==> src/rtl/fmpadding_cfg_axil_master.sv <==
// AXI-Lite initiator that programs the feature-map padding register slave.
// Takes one register read/write command at a time, runs it as a single
// AXI-Lite transaction and hands back the read data and response code.
module fmpadding_cfg_axil_master #(
  parameter int ADDR_BITS = 5,
  parameter int DATA_BITS = 32
) (
  input  logic                   ap_clk,
  input  logic                   ap_rst_n,

  input  logic                   cmd_valid,
  output logic                   cmd_ready,
  input  logic                   cmd_wr,
  input  logic [ADDR_BITS-1:0]   cmd_addr,
  input  logic [DATA_BITS-1:0]   cmd_wdata,

  output logic                   rsp_valid,
  input  logic                   rsp_ready,
  output logic [DATA_BITS-1:0]   rsp_rdata,
  output logic [1:0]             rsp_resp,
  output logic                   err,

  output logic                   m_axilite_AWVALID,
  input  logic                   m_axilite_AWREADY,
  output logic [ADDR_BITS-1:0]   m_axilite_AWADDR,

  output logic                   m_axilite_WVALID,
  input  logic                   m_axilite_WREADY,
  output logic [DATA_BITS-1:0]   m_axilite_WDATA,
  output logic [DATA_BITS/8-1:0] m_axilite_WSTRB,

  input  logic                   m_axilite_BVALID,
  output logic                   m_axilite_BREADY,
  input  logic [1:0]             m_axilite_BRESP,

  output logic                   m_axilite_ARVALID,
  input  logic                   m_axilite_ARREADY,
  output logic [ADDR_BITS-1:0]   m_axilite_ARADDR,

  input  logic                   m_axilite_RVALID,
  output logic                   m_axilite_RREADY,
  input  logic [DATA_BITS-1:0]   m_axilite_RDATA,
  input  logic [1:0]             m_axilite_RRESP
);

  localparam logic [2:0] IDLE  = 3'd0;
  localparam logic [2:0] WRITE = 3'd1;
  localparam logic [2:0] WRESP = 3'd2;
  localparam logic [2:0] READ  = 3'd3;
  localparam logic [2:0] RDATA = 3'd4;
  localparam logic [2:0] RESP  = 3'd5;

  logic [2:0]           state_q,     state_d;
  logic                 cmd_ready_q, cmd_ready_d;
  logic                 awvalid_q,   awvalid_d;
  logic                 wvalid_q,    wvalid_d;
  logic                 bready_q,    bready_d;
  logic                 arvalid_q,   arvalid_d;
  logic                 rready_q,    rready_d;
  logic                 rsp_valid_q, rsp_valid_d;
  logic [DATA_BITS-1:0] rsp_rdata_q, rsp_rdata_d;
  logic [1:0]           rsp_resp_q,  rsp_resp_d;
  logic                 err_q,       err_d;
  logic [ADDR_BITS-1:0] awaddr_q,    awaddr_d;
  logic [ADDR_BITS-1:0] araddr_q,    araddr_d;
  logic [DATA_BITS-1:0] wdata_q,     wdata_d;

  // Next-state logic: walks one command through its AXI-Lite channels and parks the result until consumed.
  always_comb begin
    state_d     = state_q;
    awvalid_d   = awvalid_q;
    wvalid_d    = wvalid_q;
    bready_d    = bready_q;
    arvalid_d   = arvalid_q;
    rready_d    = rready_q;
    rsp_valid_d = rsp_valid_q;
    rsp_rdata_d = rsp_rdata_q;
    rsp_resp_d  = rsp_resp_q;
    err_d       = err_q;
    awaddr_d    = awaddr_q;
    araddr_d    = araddr_q;
    wdata_d     = wdata_q;

    case (state_q)
      IDLE: begin
        if (cmd_valid && cmd_ready_q) begin
          if (cmd_wr) begin
            state_d   = WRITE;
            awvalid_d = 1'b1;
            wvalid_d  = 1'b1;
            awaddr_d  = cmd_addr;
            wdata_d   = cmd_wdata;
          end else begin
            state_d   = READ;
            arvalid_d = 1'b1;
            araddr_d  = cmd_addr;
          end
        end
      end

      WRITE: begin
        if (awvalid_q && m_axilite_AWREADY) begin
          awvalid_d = 1'b0;
        end
        if (wvalid_q && m_axilite_WREADY) begin
          wvalid_d = 1'b0;
        end
        if (!awvalid_d && !wvalid_d) begin
          state_d  = WRESP;
          bready_d = 1'b1;
        end
      end

      WRESP: begin
        if (m_axilite_BVALID && bready_q) begin
          bready_d    = 1'b0;
          rsp_resp_d  = m_axilite_BRESP;
          rsp_rdata_d = '0;
          rsp_valid_d = 1'b1;
          err_d       = err_q | (m_axilite_BRESP != 2'b00);
          state_d     = RESP;
        end
      end

      READ: begin
        if (arvalid_q && m_axilite_ARREADY) begin
          arvalid_d = 1'b0;
          rready_d  = 1'b1;
          state_d   = RDATA;
        end
      end

      RDATA: begin
        if (m_axilite_RVALID && rready_q) begin
          rready_d    = 1'b0;
          rsp_resp_d  = m_axilite_RRESP;
          rsp_rdata_d = m_axilite_RDATA;
          rsp_valid_d = 1'b1;
          err_d       = err_q | (m_axilite_RRESP != 2'b00);
          state_d     = RESP;
        end
      end

      RESP: begin
        if (rsp_ready) begin
          rsp_valid_d = 1'b0;
          state_d     = IDLE;
        end
      end

      default: begin
        state_d     = IDLE;
        awvalid_d   = 1'b0;
        wvalid_d    = 1'b0;
        bready_d    = 1'b0;
        arvalid_d   = 1'b0;
        rready_d    = 1'b0;
        rsp_valid_d = 1'b0;
      end
    endcase

    // Registered so it only rises once the FSM is back in IDLE.
    cmd_ready_d = (state_d == IDLE);
  end

  // State registers; reset abandons any transaction in flight without a response.
  always_ff @(posedge ap_clk or negedge ap_rst_n) begin
    if (!ap_rst_n) begin
      state_q     <= IDLE;
      cmd_ready_q <= 1'b0;
      awvalid_q   <= 1'b0;
      wvalid_q    <= 1'b0;
      bready_q    <= 1'b0;
      arvalid_q   <= 1'b0;
      rready_q    <= 1'b0;
      rsp_valid_q <= 1'b0;
      rsp_rdata_q <= '0;
      rsp_resp_q  <= 2'b00;
      err_q       <= 1'b0;
      awaddr_q    <= '0;
      araddr_q    <= '0;
      wdata_q     <= '0;
    end else begin
      state_q     <= state_d;
      cmd_ready_q <= cmd_ready_d;
      awvalid_q   <= awvalid_d;
      wvalid_q    <= wvalid_d;
      bready_q    <= bready_d;
      arvalid_q   <= arvalid_d;
      rready_q    <= rready_d;
      rsp_valid_q <= rsp_valid_d;
      rsp_rdata_q <= rsp_rdata_d;
      rsp_resp_q  <= rsp_resp_d;
      err_q       <= err_d;
      awaddr_q    <= awaddr_d;
      araddr_q    <= araddr_d;
      wdata_q     <= wdata_d;
    end
  end

  assign cmd_ready         = cmd_ready_q;
  assign rsp_valid         = rsp_valid_q;
  assign rsp_rdata         = rsp_rdata_q;
  assign rsp_resp          = rsp_resp_q;
  assign err               = err_q;
  assign m_axilite_AWVALID = awvalid_q;
  assign m_axilite_AWADDR  = awaddr_q;
  assign m_axilite_WVALID  = wvalid_q;
  assign m_axilite_WDATA   = wdata_q;
  assign m_axilite_WSTRB   = '1;
  assign m_axilite_BREADY  = bready_q;
  assign m_axilite_ARVALID = arvalid_q;
  assign m_axilite_ARADDR  = araddr_q;
  assign m_axilite_RREADY  = rready_q;

endmodule

==> config.mk <==
export PLATFORM = sky130hd
export DESIGN_NAME = fmpadding_cfg_axil_master
export DESIGN_NICKNAME = d
export VERILOG_FILES = /design/src/rtl/fmpadding_cfg_axil_master.sv
export SDC_FILE = /design/constraint.sdc
export NUM_CORES = 1
export LEC_CHECK = 0
export ABC_CLOCK_PERIOD_IN_PS = 1700
export CELL_PAD_IN_SITES_DETAIL_PLACEMENT = 1
export CELL_PAD_IN_SITES_GLOBAL_PLACEMENT = 2
export CORE_ASPECT_RATIO = 0.6
export CORE_MARGIN = 2
export CORE_UTILIZATION = 24
export DETAILED_ROUTE_END_ITERATION = 10
export GPL_TIMING_DRIVEN = 0
export PLACE_DENSITY_LB_ADDON = 0.1
export SYNTH_ARGS = -nofsm -noshare
export SYNTH_HDL_FRONTEND = slang
export SYNTH_SLANG_ARGS = --single-unit
==> constraint.sdc <==
create_clock -name ap_clk -period 1.7 [get_ports ap_clk]
set_input_delay 0.425 -clock ap_clk [delete_from_list [all_inputs] [get_ports ap_clk]]
set_output_delay 0.425 -clock ap_clk [all_outputs]
set_load 0.01 [all_outputs]
* Word level (Yosys, flattened, before mapping)
Cells that the tools add are included.
Word-level totals: output and inout port bits 88, RAM bits 0, register bits after elaboration 87, memories kept 0, bits in read-only memories 0, input port bits 83, latch bits 0
Operators by class: bitwise operators 8, divide/modulo/power cells 0, mux-type cells 39, add/sub/neg operators 0, reduce and logical (&&, ||, !) cells 27, eq/ne operators 13, multipliers 0, order comparisons 0, shift operators 0
Operator list (number):
- $mux W32 | 2
- $pmux W32 S2 | 1
- $mux W1 | 18
- $mux W3 | 6
- $pmux W3 S6 | 1
- $reduce_and A3 Y1 | 6
- $ne A2 B2 Y1 const B | 8
- $reduce_or A4 Y1 | 4
- $pmux W1 S3 | 5
- $reduce_and A4 Y1 | 2
- $logic_and A1 B1 Y1 | 7
- $eq A3 B2 Y1 const B | 2
- $eq A3 B3 Y1 const B | 2
- $logic_not A3 Y1 | 2
- $mux W2 | 3
- $not A1 Y1 | 6
- $reduce_bool A2 Y1 | 3
- $pmux W1 S4 | 1
- $pmux W2 S2 | 1
- $eq A3 B1 Y1 const B | 1
- $reduce_or A3 Y1 | 1
- $logic_not A1 Y1 | 2
- $or A1 B1 Y1 | 2
- $pmux W1 S2 | 1

* Depth between registers and ports, before layout
depth in word-level cells 8, mapped depth 7, gate-level depth less buffers 4

* Worst setup path before layout
No wires, ideal clock.
path kind register to register, from register state_q[2], to register wdata_q[8], in the netlist m_axilite_WDATA[8], library setup time 127 ps, buffers on the path 3, data arrival time 1337 ps, data required time 1573 ps, stages on the path, launching flop included 7, setup slack 236 ps, clock period less this slack 1464 ps, path through dfrtp_1 -> buf_2 -> nor2_4 -> nand3_1 -> buf_4 -> buf_6 -> mux2_1
On the way: longest elaborated chain between the ends 2
Ends and longest elaborated chain:
- start: declaration | RTL line 53 | logic [2:0] state_q, state_d;
- start signal: assignment | RTL line 184 | state_q <= state_d;
- $logic_not A3 Y1 | RTL line 84 | case (state_q)
- $reduce_and A3 Y1 (no source line)
- end signal: assignment | RTL line 197 | wdata_q <= wdata_d;
- end: declaration | RTL line 66 | logic [DATA_BITS-1:0] wdata_q, wdata_d;
Every way passes these cells. A chain may end at the register's enable or synchronous reset.

* Worst setup path in the final report
from register rsp_rdata_q[10], in the netlist rsp_rdata[10], to output rsp_rdata[10]
RTL lines:
- start: declaration | RTL line 61 | logic [DATA_BITS-1:0] rsp_rdata_q, rsp_rdata_d;
- start signal: assignment | RTL line 192 | rsp_rdata_q <= rsp_rdata_d;
- end: declaration | RTL line 19 | output logic [DATA_BITS-1:0] rsp_rdata,
No word-level cell between the ends.

==> metrics.txt <==
status=completed; crit path kind=reg2out; Slew Limit Fails=0; crit start category=flip-flop; min cycle time layout=1660 ps; area leader, netlist=dfrtp_1; RD Place Congestion=0.737; core area=0.0146 mm2; Max IR drop VDD=0.541 mV; Yosys top cell area share=0.600; clk_skew=7.40 ps; DRT antenna net count=0; Die X=163 um; setup slack, reg-to-reg=80 ps; crit share post-route=0.976; PD cells=1700 mW/mm2; critical-path cell list=clkdlybuf4s50_1; # hold bufs at CTS=0; GRT Util Overall=0.143; #FFs+latches synth=87; crit path launch=rsp_rdata[10]$_DFFE_PN0P_; FP Rows=34; placed cell areas=0.00558 mm2; final routed DRC violation total=0; Synth Warn #=0; standby leakage power=2.95 nW; Crit-path slowest cell=clkdlybuf4s50_1; WL/cell=between 15 and 20 um; Final setup viols=0; sequential area share after synthesis=0.600; Buffers & Inverters on Critical Path=1; number of buffers created by CTS=9; Max Freq=between 0.6 and 0.7 GHz; Synth Instances=311; H-tree Lvls=3; Remaining Overflow, GRT=0; Final HPWL DP=8270 um; CTS Sinks=87; Levels on crit path=1; Ports=171; EDFF count, synth=0; initial antenna violation count=0; post-route cell area=0.00603 mm2; Area Growth Syn to Fin=66.1%; share of layout cells above drive strength 1=0.189; DRT iter0 DRCs=87; Max-cap violations=0; RR Startpoint=state_q[2]$_DFF_PN0_; commonest cells in the netlist=dfrtp_1 (87), mux2_2 (41), nand3_1 (38); Initial Utilization=0.248; average size of a mapped cell=between 10 and 15 um2; antenna diode count=0; CP Capture Type=primary output; final hold vios=0; Area contributors post-synth=dfrtp_1 (60%), mux2_2 (13%), nand3_1 (5.2%); CP required=1270 ps; I/O Buffers=approximately 170; Worst-Skew Late Latency=330 ps; first-pass GRT wire length=18000 um; Final nets=577; WL final=roughly 11000 um; arrival time worst endpoint=1230 ps; slowest stage delay, CP=approximately 560 ps; delay-heaviest family, CP=buffers and inverters; Reg-to-Reg End=rsp_resp[1]$_DFFE_PN0P_; Via Count=between 3000 and 4000; die height=approximately 99 um; CTS tree=yes; Synth Flop Type=dfrtp_1; largest net degree at the start of global routing=between 50 and 60; full die area=around 0.016 mm2; min-delay worst type=in2async; Final Util=0.412; CTS Root Cell=clkbuf_16; Worst-path clk slew=60 ps; Reg2Reg Depth=7; cell with the most instances after synthesis=dfrtp_1; Netlist Area Pre-Place=0.00363 mm2; fillers=~1600; Max clock buf depth=2; vias per inst=4.35; CP endpoint=rsp_rdata[10]; DR pass1 iterations=4; unrepaired setup endpoints after global routing=true; Async SR Flop Fraction=1.00; Distinct cells, synth=38; vias in the first global route=3366; CP Max Fanout=2
## flip-flops by register name, indices dropped and copies added, names as in the netlist
| register | count |
|---|---|
| m_axilite_WDATA | 32 |
| rsp_rdata | 32 |
| m_axilite_ARADDR | 5 |
| m_axilite_AWADDR | 5 |
| state_q | 3 |
| rsp_resp | 2 |
| cmd_ready | 1 |
| err | 1 |
| m_axilite_ARVALID | 1 |
| m_axilite_AWVALID | 1 |
| m_axilite_BREADY | 1 |
| m_axilite_RREADY | 1 |
| m_axilite_WVALID | 1 |
| rsp_valid | 1 |
## layer usage
layer | global-route usage | routed length, um | vias up | share of wire
met2 | 0.211 | 4740 | 99 | 0.43
met4 | 0.0327 | 90 | 0 | 0.0081
met1 | 0.189 | 5160 | 1504 | 0.46
li1 | - | - | 1414 | -
met3 | 0.0721 | 1120 | 9 | 0.10
met5 | 0 | 0 | - | 0
## cell families (layout without fill, tap and decap cells)
kind of cell | Yosys count | in the layout | synth area share
other | 1 | 4 | 0.00103
multiplexers | 44 | 44 | 0.136
AO/OA/AOI/OAI | 53 | 53 | 0.0862
AND/OR/NAND/NOR | 69 | 69 | 0.104
buffers and inverters | 57 | 241 | 0.0737
flip-flops | 87 | 87 | 0.600
## worst min-delay path by stage
stage                          from                               to  slack, ps  cells past startpoint
finish                     ap_rst_n  m_axilite_WDATA[10]$_DFFE_PN0P_         30                      1
global route               ap_rst_n  m_axilite_WDATA[10]$_DFFE_PN0P_         40                      1
CTS                        ap_rst_n  m_axilite_WDATA[10]$_DFFE_PN0P_         30                      1
detailed placement         ap_rst_n  m_axilite_WDATA[10]$_DFFE_PN0P_        400                      1
global placement    err$_DFFE_PN0P_                  err$_DFFE_PN0P_        440                      1
floorplan                  ap_rst_n              cmd_ready$_DFF_PN0_        130                      0
## report_power, final
group          switching [mW]  internal (mW)  total, mW
registers               0.550           3.07       3.62
logic                    2.08           2.59       4.67
clock network           0.820           1.17       1.99
## cell type report
cell class	count	area, um2	area share
Buffer	22	164	0.0272
Multi-Input combinational cell	170	1240	0.206
Sequential cell	87	2180	0.361
Timing Repair Buffer	169	1770	0.294
Inverter	35	131	0.0218
Tap cell	198	248	0.0411
Clock inverter	5	58.8	0.00975
Clock buffer	10	239	0.0396
## timing repair
item / in CTS / in global routing
setup buffers: 1 / 1
resized for setup: 19 / 51
endpoints found under the hold margin: 0 / 0
endpoints found under the setup margin: 56 / 68
## cell usage in the layout (no fill, tap or decap), drive strengths merged, types with 2 or more instances in the layout
master,n
clkdlybuf4s50,121
dfrtp,87
mux2,42
nand3,38
o21ai,36
inv,35
dlymetal6s2s,33
buf,19
clkbuf,17
dlygate4sd2,11
nand2,9
nor2,5
nand2b,4
a21oi,4
conb,4
nor3b,3
a21boi,2
mux2i,2
clkinvlp,2
a32oi,2
and3b,2
nor3,2
clkinv,2
## per-stage QoR
step           total power [mW]  TNS (ps)  hold slack, ps  setup WS [ps]  instances
3_3_place_gp               8.31   -312490             441          -3320        678
3_5_place_dp               8.40    -25140             401           -473        679
4_1_cts                    10.5         0            34.7           2.20        695
2_1_floorplan              5.62         0             129            236        314
6_report                   10.3         0            34.1           40.8        696
5_1_grt                    11.0     -13.8            43.6          -13.8        696
No activity file was read; power rests on OpenSTA's default activity.
